## config.mk

```make
export PLATFORM = sky130hd
export DESIGN_NAME = seg_scan_driver
export DESIGN_NICKNAME = d
export VERILOG_FILES = /design/src/rtl/seg_pkg.sv /design/src/rtl/hex7_decode.sv /design/src/rtl/seg_scan_driver.sv
export SDC_FILE = /design/constraint.sdc
export NUM_CORES = 1
export LEC_CHECK = 0
export BUFFER_PORTS_ARGS = -buffer_cell sky130_fd_sc_hd__buf_2
export CELL_PAD_IN_SITES_DETAIL_PLACEMENT = 0
export CELL_PAD_IN_SITES_GLOBAL_PLACEMENT = 1
export CORE_MARGIN = 1.5
export CORE_UTILIZATION = 49
export DETAILED_ROUTE_END_ITERATION = 6
export PLACE_DENSITY_LB_ADDON = 0.3
export SYNTH_ARGS = -nofsm -noshare
export SYNTH_HDL_FRONTEND = slang
export SYNTH_SLANG_ARGS = --single-unit
export TNS_END_PERCENT = 30
```

## constraint.sdc

```tcl
create_clock -name clk -period 3.75 [get_ports clk]
set_input_delay 0 -clock clk [delete_from_list [all_inputs] [get_ports clk]]
set_output_delay 0 -clock clk [all_outputs]
set_load 0.05 [all_outputs]
```

## src/rtl/seg_pkg.sv

```systemverilog
// Shared constants for the seven-segment scan driver: blank pattern,
// active-low hex segment table and scan divider width helper.
package seg_pkg;

  localparam logic [6:0] SEG_BLANK = 7'h7F;

  // Active-low {g,f,e,d,c,b,a} patterns for nibble codes 0..F.
  localparam logic [6:0] HEX_SEG [16] = '{
    7'h40, 7'h79, 7'h24, 7'h30, 7'h19, 7'h12, 7'h02, 7'h78,
    7'h00, 7'h10, 7'h08, 7'h03, 7'h46, 7'h21, 7'h06, 7'h0E
  };

  function automatic int div_width(input int div);
    return (div <= 2) ? 1 : $clog2(div);
  endfunction

endpackage

```

## src/rtl/hex7_decode.sv

```systemverilog
// Combinational nibble to active-low seven-segment pattern.
module hex7_decode
  import seg_pkg::*;
(
  input  logic [3:0] nibble,
  output logic [6:0] seg
);

  assign seg = HEX_SEG[nibble];

endmodule

```

## src/rtl/seg_scan_driver.sv

```systemverilog
// Four-digit multiplexed hex display driver with leading-zero blanking.
// Written values are committed only at frame wrap so a scan never tears.
module seg_scan_driver
  import seg_pkg::*;
#(
  parameter int SCAN_DIV = 50000
) (
  input  logic        clk,
  input  logic        rst_n,
  input  logic [12:0] value_in,
  input  logic        value_we,
  input  logic        blank_en,
  input  logic [3:0]  dp_mask,
  output logic [6:0]  seg_n,
  output logic        dp_n,
  output logic [3:0]  an_n,
  output logic        frame_tick
);

  localparam int DIV_W = div_width(SCAN_DIV);
  localparam logic [DIV_W-1:0] DIV_LAST = DIV_W'(SCAN_DIV - 1);

  logic [DIV_W-1:0] div_cnt;
  logic [1:0]       dig_idx;
  logic [12:0]      pending;
  logic [12:0]      shown;
  logic             pending_valid;
  logic             wrapped;
  logic             tc;
  logic             wrap;
  logic [3:0]       nibble;
  logic             blank;
  logic [6:0]       hex_seg;

  assign tc   = (div_cnt == DIV_LAST);
  assign wrap = tc && (dig_idx == 2'd3);

  always_ff @(posedge clk or negedge rst_n) begin
    if (!rst_n) begin
      div_cnt <= '0;
      dig_idx <= 2'd0;
      wrapped <= 1'b0;
    end else begin
      if (tc) begin
        div_cnt <= '0;
        dig_idx <= dig_idx + 2'd1;
      end else begin
        div_cnt <= div_cnt + DIV_W'(1);
      end
      // Delayed one cycle so frame_tick lines up with digit0 on the outputs.
      wrapped <= wrap;
    end
  end

  always_ff @(posedge clk or negedge rst_n) begin
    if (!rst_n) begin
      pending       <= '0;
      pending_valid <= 1'b0;
      shown         <= '0;
    end else if (wrap) begin
      if (value_we) begin
        shown <= value_in;
      end else if (pending_valid) begin
        shown <= pending;
      end
      pending_valid <= 1'b0;
    end else if (value_we) begin
      pending       <= value_in;
      pending_valid <= 1'b1;
    end
  end

  always_comb begin
    nibble = 4'd0;
    blank  = 1'b0;
    case (dig_idx)
      2'd0: nibble = shown[3:0];
      2'd1: begin
        nibble = shown[7:4];
        blank  = blank_en && (shown[12:4] == '0);
      end
      2'd2: begin
        nibble = shown[11:8];
        blank  = blank_en && (shown[12:8] == '0);
      end
      2'd3: begin
        nibble = {3'b000, shown[12]};
        blank  = blank_en && !shown[12];
      end
    endcase
  end

  hex7_decode u_hex7_decode (
    .nibble (nibble),
    .seg    (hex_seg)
  );

  always_ff @(posedge clk or negedge rst_n) begin
    if (!rst_n) begin
      an_n       <= 4'b1111;
      seg_n      <= SEG_BLANK;
      dp_n       <= 1'b1;
      frame_tick <= 1'b0;
    end else begin
      an_n       <= ~(4'b0001 << dig_idx);
      seg_n      <= blank ? SEG_BLANK : hex_seg;
      dp_n       <= ~dp_mask[dig_idx];
      frame_tick <= wrapped;
    end
  end

endmodule
```

==> metrics.cfg <==
[run_status]
status = complete, no violations

[finish]
n_antenna_cell = 0
stdcell_area_mm2 = 0.003442
area_growth_pct = 20.82
fin_nets = 340
drive_gt1_frac = 0.2308

[routing]
firstDrtPassIters = 4
wirelength_um = 5310
routedWlPerCell_um = 13.83
vias_per_cell = 5.276
drt-initial-drc-count = 93
via_count = 2026
drc = 0
final_antenna_net_count = 0

[grt]
antenna_found_initial = 0
grt_max_degree = 49
grt_use_total = 0.1968
grt_pass1_wl_um = 9259
gr-total-overflow = 0
grt_pass1_vias = 1999

[yosys]
ys_top_cells_by_area = dfrtp_1, dfstp_2, mux2i_1
synth_ff_type = dfrtp_1
synthMuxAreaShare = 0.1155
synth.most_common_cell = dfrtp_1
synth.top_cell.area_share = 0.4128
ys_ff_latch = 59
synth_adder_area_share = 0.05270
syn_area_mm2 = 0.002849
synth-xor-area-share = 0.04304
synth_compound_area_frac = 0.09750
synth_edf_count = 0
postSynthAreaPerCell_um2 = 11.26
synth_nets = 286
async_reset_ff_frac = 1.000
synth_cells = 253
yosysSeqAreaShare = 0.5235
synth_commonest_cells = dfrtp_1, nand2_1, o21ai_0
yosys.area_share.simple = 0.1344
ys_types = 43
yosys_warnings = 0
synth_largest_area_cell = dfrtp_1
synth_top_family_by_area = simple AND/OR/NAND/NOR gates

[worst_setup_path]
cp.arrival_ns = 2.84
worstSetupEndpointType = flip-flop
path_max_fanout = 11
start_kind = flip-flop
crit_type = reg2reg
required_ns = 4.00

[floorplan]
die_h_um = 79.25
start_util = 0.5111
die_w_um = 79.25
dieArea_mm2 = 0.006281
num_io_pins = 34
core-area_mm2 = 0.005574
rows = 27

[flow_run]
max-cap-violations = 0

[sta]
slew_viol_final = 0
fmax_ghz = 0.3860
skew_ns = 0.004894
hold_viol = 0
fin_crit_sh = 0.6908
timing.final.crit_period_ns = 2.590
tns_ns = 0
max_slew.worst_pin.slew_ns = 1.110
rsz0062_at_grt = no
setup_violations = 0
relSlewSlack = 0.2524

[cts]
cts.clk_slew.worst_paths_ns = 0.06
cts_tree = yes
postCtsSetupBuffers = 0
cts_root_buf = clkbuf_8
numCtsBuffers = 9
clk_latency_ns = 0.33
htree_levels = 3
cts_sinks = 59
cts_buffer_depth = 2

[hold_path]
min_path_type = in2reg

[place]
place_area_mm2 = 0.003069
dpl.hpwl_um = 3586
port-buffer-count = 33
routabilityCongestion = 0.8270

[power_and_ir_drop]
ir_worst_vdd_mv = 0.3204
p_leak_nw = 1.520
cellPowerDensity_mw_per_mm2 = 387.9

-- stage by stage --
step	cells	power, mW	util	hold WS [ns]	setup WS, ns
finish	384	1.335	0.6175	0.03109	1.160
global route	384	1.392	0.6175	0.06616	0.8746
CTS	384	1.351	0.6175	0.01808	1.163
detailed placement	352	0.7313	0.5506	-0.1069	1.181
global placement	352	0.7297	0.5506	-0.1050	1.193
floorplan	253	0.7017	-	-0.2956	1.624
-- sequential cells by signal, summed over array words and instances, names as in the netlist --
signal and flops:
pending_valid 1, div_cnt 16, dp_n 1, seg_n 7
pending 13, shown 13, an_n 4, dig_idx 2
wrapped 1, frame_tick 1
-- placed cells by master, fill, tap and decap left out, types with 3 or more instances in the layout --
master	instances
xnor2_1	9
buf_2	33
nand3b_1	3
mux2i_1	16
nand2_1	28
inv_1	12
nand4_1	3
xor2_1	5
clkbuf_8	12
dfstp_2	12
dfrtp_1	47
ha_1	12
dlygate4sd3_1	16
nor2_1	15
mux2_1	10
nand3_1	7
o21ai_0	25
mux2_2	3
a21oi_1	4
a221o_1	3
-- cells by family after synthesis --
logic type / after synthesis
multiplexers: 30
AO/OA/AOI/OAI: 45
buffers and inverters: 20
flip-flops: 59
XOR/XNOR: 14
AND/OR/NAND/NOR: 73
adder cells (fa/ha/maj): 12
-- repair_timing --
item / 4_1_cts / 5_1_grt
gates resized for setup: 0 / 0
setup endpoints to repair: 0 / 0
hold buffers: 16 / 0
endpoints found under the hold margin: 38 / 0
-- path summary, 6_finish.rpt --
kind                                   startpoint                endpoint  slack, ns  depth (start not counted)
max                        dig_idx[0]$_DFFE_PN0N_      seg_n[0]$_DFF_PN1_       1.16                          7
min                                      blank_en      seg_n[0]$_DFF_PN1_       0.03                          3
max reg2reg                dig_idx[0]$_DFFE_PN0N_      seg_n[0]$_DFF_PN1_       1.16                          7
min reg2reg                     wrapped$_DFF_PN0_    frame_tick$_DFF_PN0_       0.36                          0
max in group asynchronous                   rst_n  pending[6]$_DFFE_PN0P_       2.78                          3
min in group asynchronous                   rst_n    div_cnt[1]$_DFF_PN0_       0.07                          2
-- power breakdown --
group | leakage (nW) | internal [mW] | switching [mW]
logic | 0.679 | 0.0381 | 0.0349
clock network | 0.108 | 0.359 | 0.245
registers | 0.732 | 0.652 | 0.00651
total | 1.52 | 1.05 | 0.286
-- critical path, stage by stage, from the launching register on --
cell     delay, ns
dfrtp_1       0.43
inv_1         0.16
ha_1          0.33
inv_1         0.14
o21ai_0       0.89
nand2_1       0.22
o21ai_0       0.22
o21ai_0       0.11
-- metal layers --
layer	up-vias	GRT usage	wire length, um
li1	1009	-	-
met1	964	0.2751	2710
met2	48	0.2812	2330
met3	5	0.07471	225
met4	0	0.06316	44
met5	-	0	0
-- layout make-up --
class | instances | area [um2]
clock inverter | 4 | 47.55
clock buffer | 12 | 165.2
timing repair buffer | 51 | 340.3
sequential | 59 | 1491
tap | 72 | 90.09
multi-input combinational | 174 | 1262
fill | 476 | 2132
inverter | 12 | 45.04
(Power assumes the default switching activity.)
